$ cat src/rtl/ov5640_reg_seq_if.sv
// ov5640_reg_seq_if: single-byte write request bus between the register
// sequencer (master) and the I2C master controller (slave).
//
// Signals:
//   i2c_start  master->slave  one-cycle transaction trigger
//   i2c_end    slave->master  one-cycle transaction-complete pulse
//   wr_en      master->slave  write enable, held through the transaction
//   rd_en      master->slave  read enable (always 0 from the sequencer)
//   addr_num   master->slave  1 = 16-bit register address
//   byte_addr  master->slave  register address
//   wr_data    master->slave  register data
interface ov5640_reg_seq_if;

   logic        i2c_start;
   logic        i2c_end;
   logic        wr_en;
   logic        rd_en;
   logic        addr_num;
   logic [15:0] byte_addr;
   logic [7:0]  wr_data;

   modport master (
      output i2c_start,
      output wr_en,
      output rd_en,
      output addr_num,
      output byte_addr,
      output wr_data,
      input  i2c_end
   );

   modport slave (
      input  i2c_start,
      input  wr_en,
      input  rd_en,
      input  addr_num,
      input  byte_addr,
      input  wr_data,
      output i2c_end
   );

endinterface

$ cat src/rtl/ov5640_reg_seq.sv
// ov5640_reg_seq: OV5640 register-initialisation sequencer. Walks an
// external {addr16, data8} table and issues one I2C write per entry.
//
// Ports:
//   i_sys_clk      clock (same domain as the I2C controller)
//   i_sys_rst      synchronous active-high reset
//   i_cfg_restart  one-cycle pulse; reruns the table (DONE/ERR only)
//   i_tbl_data     table entry, valid one cycle after o_tbl_idx changes
//   o_tbl_idx      current table index
//   o_cfg_busy     high until the table completes or fails
//   o_cfg_done     level, table completed
//   o_cfg_err      level, an entry exhausted its retries
//   m_i2c          request bus to the I2C controller (master side)
module ov5640_reg_seq #(
   parameter int          REG_NUM      = 250,
   parameter int          IDX_W        = 8,
   parameter int          CNT_WAIT_MAX = 1023,
   parameter logic [15:0] DELAY_ADDR   = 16'hFFFF,
   parameter int          MS_CYCLES    = 1000,
   parameter int          TIMEOUT      = 4095,
   parameter int          MAX_RETRY    = 3
) (
   input  logic             i_sys_clk,
   input  logic             i_sys_rst,
   input  logic             i_cfg_restart,
   input  logic [23:0]      i_tbl_data,
   output logic [IDX_W-1:0] o_tbl_idx,
   output logic             o_cfg_busy,
   output logic             o_cfg_done,
   output logic             o_cfg_err,
   ov5640_reg_seq_if.master m_i2c
);

   localparam int PW_T = $clog2(CNT_WAIT_MAX + 1);
   localparam int PW   = (PW_T < 1) ? 1 : PW_T;
   localparam int TW_T = $clog2(TIMEOUT + 1);
   localparam int TW   = (TW_T < 1) ? 1 : TW_T;
   localparam int RW_T = $clog2(MAX_RETRY + 1);
   localparam int RW   = (RW_T < 1) ? 1 : RW_T;
   // 8-bit ms count times cycles/ms always fits in 8+clog2 bits
   localparam int DW   = 8 + $clog2(MS_CYCLES);

   typedef enum logic [3:0] {
      S_WAIT_PWR,
      S_FETCH,
      S_LATCH,
      S_START,
      S_WAIT_END,
      S_DELAY,
      S_NEXT,
      S_DONE,
      S_ERR
   } state_t;

   state_t           r_state;
   state_t           w_state_nxt;
   logic [PW-1:0]    r_pwr_cnt;
   logic [TW-1:0]    r_to_cnt;
   logic [RW-1:0]    r_retry;
   logic [DW-1:0]    r_dly_cnt;
   logic [IDX_W-1:0] r_idx;
   logic [15:0]      r_byte_addr;
   logic [7:0]       r_wr_data;

   logic             w_i2c_start;
   logic             w_wr_en;
   logic             w_busy;
   logic             w_done;
   logic             w_err;
   logic             w_is_dly;
   logic             w_pwr_hit;
   logic             w_to_hit;
   logic             w_retry_max;
   logic             w_dly_hit;
   logic             w_last;
   logic [DW-1:0]    w_dly_tgt;

   assign w_is_dly    = (i_tbl_data[23:8] == DELAY_ADDR);
   assign w_pwr_hit   = (r_pwr_cnt == PW'(CNT_WAIT_MAX - 1));
   assign w_to_hit    = (r_to_cnt == TW'(TIMEOUT - 1));
   assign w_retry_max = (r_retry == RW'(MAX_RETRY));
   assign w_dly_tgt   = DW'(r_wr_data) * DW'(MS_CYCLES);
   assign w_dly_hit   = (r_dly_cnt == w_dly_tgt - 1'b1);
   assign w_last      = (r_idx == IDX_W'(REG_NUM - 1));

   // Next state and Moore outputs
   always_comb begin
      w_state_nxt = r_state;
      w_i2c_start = 1'b0;
      w_wr_en     = 1'b0;
      w_busy      = 1'b1;
      w_done      = 1'b0;
      w_err       = 1'b0;
      unique case (r_state)
         S_WAIT_PWR: begin
            if (w_pwr_hit)
               w_state_nxt = S_FETCH;
         end
         S_FETCH: begin
            w_state_nxt = S_LATCH;
         end
         S_LATCH: begin
            if (w_is_dly && (i_tbl_data[7:0] != 8'd0))
               w_state_nxt = S_DELAY;
            else if (w_is_dly)
               w_state_nxt = S_NEXT;
            else
               w_state_nxt = S_START;
         end
         S_START: begin
            w_i2c_start = 1'b1;
            w_wr_en     = 1'b1;
            w_state_nxt = S_WAIT_END;
         end
         S_WAIT_END: begin
            w_wr_en = 1'b1;
            // a completion on the timeout cycle still counts
            if (m_i2c.i2c_end)
               w_state_nxt = S_NEXT;
            else if (w_to_hit && w_retry_max)
               w_state_nxt = S_ERR;
            else if (w_to_hit)
               w_state_nxt = S_START;
         end
         S_DELAY: begin
            if (w_dly_hit)
               w_state_nxt = S_NEXT;
         end
         S_NEXT: begin
            if (w_last)
               w_state_nxt = S_DONE;
            else
               w_state_nxt = S_FETCH;
         end
         S_DONE: begin
            w_busy = 1'b0;
            w_done = 1'b1;
            if (i_cfg_restart)
               w_state_nxt = S_FETCH;
         end
         S_ERR: begin
            w_busy = 1'b0;
            w_err  = 1'b1;
            if (i_cfg_restart)
               w_state_nxt = S_FETCH;
         end
         default: begin
            w_state_nxt = S_WAIT_PWR;
         end
      endcase
   end

   // State register and datapath
   always_ff @(posedge i_sys_clk) begin
      if (i_sys_rst) begin
         r_state     <= S_WAIT_PWR;
         r_pwr_cnt   <= '0;
         r_to_cnt    <= '0;
         r_retry     <= '0;
         r_dly_cnt   <= '0;
         r_idx       <= '0;
         r_byte_addr <= '0;
         r_wr_data   <= '0;
      end else begin
         r_state <= w_state_nxt;
         if (r_state == S_WAIT_PWR)
            r_pwr_cnt <= r_pwr_cnt + 1'b1;
         else
            r_pwr_cnt <= '0;
         unique case (r_state)
            S_LATCH: begin
               r_byte_addr <= i_tbl_data[23:8];
               r_wr_data   <= i_tbl_data[7:0];
               r_retry     <= '0;
               r_dly_cnt   <= '0;
            end
            S_START: begin
               r_to_cnt <= '0;
            end
            S_WAIT_END: begin
               r_to_cnt <= r_to_cnt + 1'b1;
               if (!m_i2c.i2c_end && w_to_hit && !w_retry_max)
                  r_retry <= r_retry + 1'b1;
            end
            S_DELAY: begin
               r_dly_cnt <= r_dly_cnt + 1'b1;
            end
            S_NEXT: begin
               if (!w_last)
                  r_idx <= r_idx + 1'b1;
            end
            S_DONE, S_ERR: begin
               if (i_cfg_restart)
                  r_idx <= '0;
            end
            default: begin
            end
         endcase
      end
   end

   assign o_tbl_idx       = r_idx;
   assign o_cfg_busy      = w_busy;
   assign o_cfg_done      = w_done;
   assign o_cfg_err       = w_err;

   assign m_i2c.i2c_start = w_i2c_start;
   assign m_i2c.wr_en     = w_wr_en;
   assign m_i2c.rd_en     = 1'b0;
   assign m_i2c.addr_num  = 1'b1;
   assign m_i2c.byte_addr = r_byte_addr;
   assign m_i2c.wr_data   = r_wr_data;

endmodule

$ cat src/flat_wrapper.sv
// flat-port wrapper written by rule: the top's interface ports become plain ports
module ov5640_reg_seq_flat 
#(
   parameter int          REG_NUM      = 250,
   parameter int          IDX_W        = 8,
   parameter int          CNT_WAIT_MAX = 1023,
   parameter logic [15:0] DELAY_ADDR   = 16'hFFFF,
   parameter int          MS_CYCLES    = 1000,
   parameter int          TIMEOUT      = 4095,
   parameter int          MAX_RETRY    = 3
)
  (i_sys_clk, i_sys_rst, i_cfg_restart, i_tbl_data, o_tbl_idx, o_cfg_busy, o_cfg_done, o_cfg_err, m_i2c_i2c_start, m_i2c_wr_en, m_i2c_rd_en, m_i2c_addr_num, m_i2c_byte_addr, m_i2c_wr_data, m_i2c_i2c_end);
  ov5640_reg_seq_if m_i2c_i ();
  input  logic i_sys_clk;
  input  logic i_sys_rst;
  input  logic i_cfg_restart;
  input  logic [23:0] i_tbl_data;
  output logic [IDX_W-1:0] o_tbl_idx;
  output logic o_cfg_busy;
  output logic o_cfg_done;
  output logic o_cfg_err;
  output wire logic [$bits(m_i2c_i.i2c_start)-1:0] m_i2c_i2c_start;
  output wire logic [$bits(m_i2c_i.wr_en)-1:0] m_i2c_wr_en;
  output wire logic [$bits(m_i2c_i.rd_en)-1:0] m_i2c_rd_en;
  output wire logic [$bits(m_i2c_i.addr_num)-1:0] m_i2c_addr_num;
  output wire logic [$bits(m_i2c_i.byte_addr)-1:0] m_i2c_byte_addr;
  output wire logic [$bits(m_i2c_i.wr_data)-1:0] m_i2c_wr_data;
  input wire logic [$bits(m_i2c_i.i2c_end)-1:0] m_i2c_i2c_end;
  assign m_i2c_i2c_start = m_i2c_i.i2c_start;
  assign m_i2c_wr_en = m_i2c_i.wr_en;
  assign m_i2c_rd_en = m_i2c_i.rd_en;
  assign m_i2c_addr_num = m_i2c_i.addr_num;
  assign m_i2c_byte_addr = m_i2c_i.byte_addr;
  assign m_i2c_wr_data = m_i2c_i.wr_data;
  assign m_i2c_i.i2c_end = m_i2c_i2c_end;
  ov5640_reg_seq #(.REG_NUM(REG_NUM), .IDX_W(IDX_W), .CNT_WAIT_MAX(CNT_WAIT_MAX), .DELAY_ADDR(DELAY_ADDR), .MS_CYCLES(MS_CYCLES), .TIMEOUT(TIMEOUT), .MAX_RETRY(MAX_RETRY)) u_core (.i_sys_clk(i_sys_clk), .i_sys_rst(i_sys_rst), .i_cfg_restart(i_cfg_restart), .i_tbl_data(i_tbl_data), .o_tbl_idx(o_tbl_idx), .o_cfg_busy(o_cfg_busy), .o_cfg_done(o_cfg_done), .o_cfg_err(o_cfg_err), .m_i2c(m_i2c_i));
endmodule
$ cat config.mk
export PLATFORM = sky130hd
export DESIGN_NAME = ov5640_reg_seq_flat
export DESIGN_NICKNAME = d
export VERILOG_FILES = /design/src/rtl/ov5640_reg_seq_if.sv /design/src/rtl/ov5640_reg_seq.sv /design/src/flat_wrapper.sv
export SDC_FILE = /design/constraint.sdc
export NUM_CORES = 1
export LEC_CHECK = 0
export CAP_MARGIN = 40
export CORE_MARGIN = 4
export CORE_UTILIZATION = 30
export CTS_CLUSTER_DIAMETER = 50
export DETAILED_ROUTE_END_ITERATION = 8
export HOLD_SLACK_MARGIN = 0.1
export PLACE_DENSITY_LB_ADDON = 0.25
export SKIP_CTS_REPAIR_TIMING = 1
export SLEW_MARGIN = 0
export SYNTH_ARGS = -nofsm -noshare
export SYNTH_HDL_FRONTEND = slang
export SYNTH_SLANG_ARGS = --single-unit
$ cat constraint.sdc
create_clock -name i_sys_clk -period 11.9 [get_ports i_sys_clk]
set_input_delay 1.785 -clock i_sys_clk [delete_from_list [all_inputs] [get_ports i_sys_clk]]
set_output_delay 1.785 -clock i_sys_clk [all_outputs]
set_load 0.02 [all_outputs]
==> flow_summary.toml, run 1 <==
[cells_and_area]
num-nets-final = 842
diodes = 0
area_overhead_of_the_layout_relative_to_synthesis_pct = 19.44
post_route_cells_drive_above_1_share = 0.05319
utilization = 0.3691
multi_input_area_sq_um = 3729
finalNonFillerCells = 981
nFillCells = 1870
finalInstanceArea_sq_um = 6720
seqCellArea_sq_um = 1562

[routing]
detailed_route_vias_per_instance = 4.874
routed_wirelength_um = 13620
final_antenna_net_count = 0
post-route-drc-count = 0
initialDrtViolationCount = 282
avgRoutedWirePerCell_um = 13.88
vias = 4781
first_pass_iters = 4

[logic_synthesis]
yosys-top-cells-area = "sky130_fd_sc_hd__dfxtp_1 28%, sky130_fd_sc_hd__ha_1 10%, sky130_fd_sc_hd__fa_1 7.8%, sky130_fd_sc_hd__nand2_1 5.8%, sky130_fd_sc_hd__nor2_1 5.6%"
synthesis_stage_register_bit_count = 78
synth_commonest_cells = "87 x sky130_fd_sc_hd__nand2_1, 84 x sky130_fd_sc_hd__nor2_1, 78 x sky130_fd_sc_hd__dfxtp_1"
synth-edff-count = 0
netlist-cell-type-count = 68
ys_async_sr_fraction = 0
synth.most_common_cell = "sky130_fd_sc_hd__nand2_1"
synth_sequential_area_ratio = 0.2775
mean_syn_cell_area_sq_um = 8.073
syn-num-nets = 792
syn_inst = 697
mappedNetlistArea_sq_um = 5627
post-synth-top-area-cell = "sky130_fd_sc_hd__dfxtp_1"
post-synth-top-area-fraction = 0.2775
yosys_warnings = 0
ys_dominant_reg_cell = "sky130_fd_sc_hd__dfxtp_1"

[grt]
grt_remaining_overflow = 0
antenna_found_initial = 0
first_global_vias = 4467
first_pass_grt_wire_length_um = 23140
grt_usage = 0.1308
grt_start_max_net_pins = 66

[floorplan]
initial_core_util = 0.3090
chipHeight_um = 145.0
die-width_um = 145.0
floorplan.core_area_sq_um = 18210
ioPinCount = 67
rows = 49
die_area_sq_um = 21010

[sta]
finClkSkew_ns = 0.007785
rsz0062_at_grt = "false"
post-route-worst-setup-slack_ns = 6.417
finalWorstPathRequiredPeriod_ns = 5.483
final_min_period_over_clock_period = 0.4608
worstMarginPinSlew_ns = 0.8056
achievable-frequency_mhz = 182.4
fin_tns_setup_ns = 0
hold_violations = 0
max_slew_margin = 0.4580
slew_violations = 0
final_setup_violation_count = 0

[worst_setup_path]
cp.required_ns = 12.14
wp_data_arrival_ns = 5.72
timing.critical_path.to_type = "flip-flop"
worstPathCellList = "fa_1 > inv_1 > fa_1 > fa_1 > inv_1 > fa_1 > ha_1 > or4b_1 > a22oi_2 > a31o_4 > nand3_1 > a21oi_1 > a31oi_1 > nor4_1 > o311ai_2 > o21ai_2 > mux2_4"
timing_worst_setup_path_type = "flip-flop to flip-flop"
critical_path.max_stage_delay_ns = 0.58
timing.critical_path.mode_cell = "sky130_fd_sc_hd__fa_1"
critPathLaunchType = "flip-flop"
critPathMaxFanout = 10
cell_with_the_largest_stage_delay_on_the_worst_path = "sky130_fd_sc_hd__fa_1"

[power_and_ir_drop]
max-vdd-ir-drop_mv = 0.05601
comb_power_share = 0.033
power_frac_clock = 0.488
p_sw_frac = 0.2443
power.density_cell_area_nw_per_um2 = 81.73
power.sequential.fraction = 0.479
internal_power_component_uw = 415.0
net-switching-power_uw = 134.2
static-leakage-power_uw = 0.002693

[cts]
cts_tree = "done"
cts-htree-levels = 3
cts_made_buffers = 9
max-clock-path-buffers = 2
clk_lat_worst_skew_ns = 0.35
path_clk_slew_ns = 0.07
clock_sink_count = 78
cts.root.buffer_cell = "sky130_fd_sc_hd__clkbuf_16"

[flow_run]
drv_cap = 0

[placed_design]
gp_congestion = 0.7903
port_buffers = 64
place_worst_setup_slack_ns = 6.441
placed_cells = 965
place_hpwl_um = 10240
place_area_sq_um = 6437

[outcome]
outcome = "completed"

[hold_path]
worst_hold_path_type = "flip-flop to flip-flop"
[worst max-delay path: cells and delay by family (launching register included)]
family	cells	cell delay (ns)
fa+ha+maj	5	2.54
mux	1	0.31
simple gates	3	0.99
compound gates	6	1.01
flops	1	0.41
buf+inv	2	0.12
[final cells by class]
class / count / area share
Clock buffer: 9 / 0.03351
Clock inverter: 7 / 0.008565
Inverter: 56 / 0.03128
Multi-Input combinational cell: 536 / 0.5548
Sequential cell: 78 / 0.2324
Tap cell: 229 / 0.04264
Timing Repair Buffer: 66 / 0.09682
[state kept, by name, summed over array words and instances (netlist names)]
register	count
u_core.r_to_cnt	12
u_core.r_dly_cnt	18
u_core.m_i2c.wr_data	8
u_core.m_i2c.byte_addr	16
u_core.r_pwr_cnt	10
u_core.o_tbl_idx	8
u_core.r_retry	2
u_core.r_state	4
[placed cells by master (no fill, tap or decap), types with 9 or more instances in the layout]
| master | instances |
|---|---|
| sky130_fd_sc_hd__o21ai_0 | 10 |
| sky130_fd_sc_hd__and3_1 | 18 |
| sky130_fd_sc_hd__a21oi_1 | 57 |
| sky130_fd_sc_hd__dfxtp_1 | 78 |
| sky130_fd_sc_hd__xor2_1 | 23 |
| sky130_fd_sc_hd__clkbuf_16 | 9 |
| sky130_fd_sc_hd__clkdlybuf4s50_1 | 63 |
| sky130_fd_sc_hd__fa_1 | 22 |
| sky130_fd_sc_hd__nand3_1 | 28 |
| sky130_fd_sc_hd__ha_1 | 45 |
| sky130_fd_sc_hd__inv_1 | 56 |
| sky130_fd_sc_hd__xnor2_1 | 21 |
| sky130_fd_sc_hd__nor2_1 | 83 |
| sky130_fd_sc_hd__nand2_1 | 87 |
| sky130_fd_sc_hd__nand4_1 | 19 |
[cells by family (layout without fill, tap and decap cells)]
group	count (synthesis)	count (layout)	share of synthesized area
AND/OR/NAND/NOR	291	291	0.2477
AO/OA/AOI/OAI	120	120	0.1392
buffers and inverters	83	138	0.06026
flip-flops	78	78	0.2775
adder cells (fa/ha/maj)	67	67	0.1783
XOR/XNOR	46	46	0.07561
multiplexers	10	10	0.02001
other	2	2	0.001335
[per-layer routing]
| metal | vias up | routed length [um] | track usage | share of wire |
|---|---|---|---|---|
| met1 | 2187 | 6815 | 0.1839 | 0.50 |
| met2 | 86 | 6177 | 0.2099 | 0.45 |
| li1 | 2493 | - | - | - |
| met5 | - | 0 | 0 | 0 |
| met4 | 0 | 124 | 0.02708 | 0.0091 |
| met3 | 15 | 503 | 0.02619 | 0.037 |
[per-stage QoR]
| stage | hold WS (ns) | power (uW) |
|---|---|---|
| final | 0.4520 | 549.2 |
| after global routing | 0.4763 | 573.7 |
| after CTS | 0.4548 | 559.6 |
| after detailed placement | 0.4457 | 287.3 |
| after global placement | 0.4417 | 287.5 |
| after floorplan | 0.4560 | 275.4 |
[path summary, 6_finish.rpt]
path / from / end / slack [ns] / cells after the start
min reg2reg: u_core.m_i2c.byte_addr[5] / u_core.m_i2c.byte_addr[5] / 0.45 / 2
max reg2reg: u_core.m_i2c.wr_data[1] / u_core.r_state[1] / 6.42 / 17
max: u_core.m_i2c.wr_data[1] / u_core.r_state[1] / 6.42 / 17
min: u_core.m_i2c.byte_addr[5] / u_core.m_i2c.byte_addr[5] / 0.45 / 2
[power groups by stage]
stage               Combinational (uW)  Sequential, uW  Clock, uW
floorplan                         6.71             269          0
global placement                  18.4             269          0
detailed placement                18.2             269          0
CTS                               18.3             263        278
global route                      19.8             263        291
finish                            18.1             263        268
(Power assumes the default switching activity.)
==> run 2, diff against run 1 <==
clock period = 5.1 ns   (was 11.9 ns; I/O delays follow)
==> run 2 against run 1 <==
Compared with the run above:
- flip-flop and latch count stayed put
- hold slack better by 0.0028 ns
- core utilization is 3.0 points higher
- routed wire length is 0.85% higher
- global-route usage hardly changed
- critical endpoint unchanged
==> flow_summary.toml, run 2 (same netlist as run 1, synthesis figures left out) <==
[floorplan]
die-width_um = 145.0
initial_core_util = 0.3090
rows = 49
ioPinCount = 67
die_area_sq_um = 21010
chipHeight_um = 145.0
floorplan.core_area_sq_um = 18210

[cells_and_area]
utilization = 0.3992
num-nets-final = 880
regMostFlops = "u_core.r_dly_cnt"
mostFrequentLayoutCells = "86 x sky130_fd_sc_hd__nand2_1, 81 x sky130_fd_sc_hd__nor2_1, 72 x sky130_fd_sc_hd__dfxtp_1, 63 x sky130_fd_sc_hd__clkdlybuf4s50_1, 55 x sky130_fd_sc_hd__inv_1"
area_overhead_of_the_layout_relative_to_synthesis_pct = 29.20
layout_commonest_cell = "sky130_fd_sc_hd__nand2_1"
diodes = 0
finalNonFillerCells = 1019
largest_reg_flops = 18
post_route_cells_drive_above_1_share = 0.1405

[sta]
finClkSkew_ns = 0.008835
achievable-frequency_mhz = 202.6
rsz0062_at_grt = "true"
worstMarginPinSlew_ns = 0.7453
max_slew_margin = 0.5031
hold_violations = 0
final_setup_violation_count = 0
finalWorstPathRequiredPeriod_ns = 4.936
final_min_period_over_clock_period = 0.9678
slew_violations = 0

[cts]
max-clock-path-buffers = 2
clock_sink_count = 78
cts-htree-levels = 3
cts_made_buffers = 9
cts_tree = "done"
clk_lat_worst_skew_ns = 0.34
cts.root.buffer_cell = "sky130_fd_sc_hd__clkbuf_16"
path_clk_slew_ns = 0.06

[placed_design]
gp_congestion = 0.7779
port_buffers = 64
placed_cells = 998
place_hpwl_um = 10220

[hold_path]
worst_hold_path_type = "flip-flop to flip-flop"
hold_start = "u_core.m_i2c.byte_addr[4]"

[power_and_ir_drop]
max-vdd-ir-drop_mv = 0.2645
static-leakage-power_uw = 0.002960
power.density_cell_area_nw_per_um2 = 191.5

[grt]
first_pass_grt_wire_length_um = 23280
first_global_vias = 4697
antenna_found_initial = 0
grt_start_max_net_pins = 66
grt_usage = 0.1311
grt_remaining_overflow = 0

[routing]
detailed_route_vias_per_instance = 4.819
route.met2.wl_um = 6217
final_antenna_net_count = 0
post-route-drc-count = 0
first_pass_iters = 5
initialDrtViolationCount = 248
vias = 4911
route.top_layer_used = "met4"
detailroute.wirelength.met3_um = 453
route.layer.met1.wl_um = 6920
avgRoutedWirePerCell_um = 13.48
routed_wirelength_um = 13740

[outcome]
outcome = "completed"

[worst_setup_path]
critPathLaunchType = "flip-flop"
timing_worst_setup_path_type = "flip-flop to flip-flop"
timing.critical_path.to_type = "flip-flop"
reg2reg_from = "u_core.m_i2c.wr_data[1]"
cp.required_ns = 5.33
setup.worst_path.start = "u_core.m_i2c.wr_data[1]"
critPathMaxFanout = 4
wp_data_arrival_ns = 5.16

[flow_run]
drv_cap = 0
## run 2: cell types whose count changed in the layout (fill, tap and decap cells not counted), moves of 4 or more
cell                      previous run  this run
sky130_fd_sc_hd__a21oi_1            57        53
sky130_fd_sc_hd__a21oi_2             1         5
sky130_fd_sc_hd__buf_4               2        37
sky130_fd_sc_hd__dfxtp_1            78        72
sky130_fd_sc_hd__ha_1               45        39
sky130_fd_sc_hd__ha_4                0         5
## run 2: path summary, 6_finish.rpt
| kind | end | slack [ns] | cells after the start |
|---|---|---|---|
| setup reg to reg | u_core.r_state[1] | 0.16 | 17 |
| hold / removal | u_core.m_i2c.byte_addr[4] | 0.45 | 2 |
| hold reg to reg | u_core.m_i2c.byte_addr[4] | 0.45 | 2 |
| setup / recovery | u_core.r_state[1] | 0.16 | 17 |
## run 2: worst max-delay path: stages, from the launching register on
cell and delay [ns]:
sky130_fd_sc_hd__dfxtp_4 0.36, sky130_fd_sc_hd__fa_1 0.55, sky130_fd_sc_hd__inv_1 0.05, sky130_fd_sc_hd__fa_1 0.44, sky130_fd_sc_hd__fa_1 0.49, sky130_fd_sc_hd__inv_1 0.05, sky130_fd_sc_hd__fa_1 0.48, sky130_fd_sc_hd__ha_4 0.30
sky130_fd_sc_hd__or4b_4 0.46, sky130_fd_sc_hd__a22oi_2 0.15, sky130_fd_sc_hd__a31o_4 0.15, sky130_fd_sc_hd__nand3b_4 0.09, sky130_fd_sc_hd__a211oi_4 0.25, sky130_fd_sc_hd__nor2_1 0.08, sky130_fd_sc_hd__o211a_1 0.22, sky130_fd_sc_hd__o311ai_2 0.25
sky130_fd_sc_hd__o21ai_2 0.13, sky130_fd_sc_hd__mux2_4 0.31
## run 2: stage by stage
| stage | total power [uW] | hold WS [ns] | setup TNS, ns | area [sq um] | setup WS (ns) |
|---|---|---|---|---|---|
| global route | 1445 | 0.4798 | -0.03845 | 7269 | -0.03845 |
| floorplan | 642.1 | 0.4560 | 0 | 5644 | 0.004468 |
| finish | 1392 | 0.4548 | 0 | 7269 | 0.1643 |
| detailed placement | 669.5 | 0.4505 | -0.06045 | 6703 | -0.06045 |
| global placement | 670.2 | 0.4420 | -0.01433 | 6703 | -0.01433 |
| CTS | 1414 | 0.4595 | -0.06714 | 7047 | -0.06714 |
## run 2: report_power, final
group,total (uW),internal (uW),switching (uW)
sequential,612,610,2.89
clock,738,473,265
combinational,42.0,21.8,20.2
total,1390,1100,288
## run 2: layout make-up
cell class,instances,area [sq um]
Tap cell,229,286.5
Timing Repair Buffer,104,947.2
Clock inverter,4,76.32
Sequential cell,78,1577
Inverter,56,210.2
Fill cell,1836,10940
Clock buffer,12,267.8
Multi-Input combinational cell,536,3905
## run 2: per-layer routing
metal,up-vias,track usage
met5,-,0
met3,8,0.02401
met1,2281,0.1876
li1,2555,-
met4,0,0.04751
met2,67,0.1979
==> run 3, diff against run 2 <==
HOLD_SLACK_MARGIN = 0.02   (was 0.1)
==> results of run 3 <==
The final DEF is identical to that of run 2; final timing and power are the same.
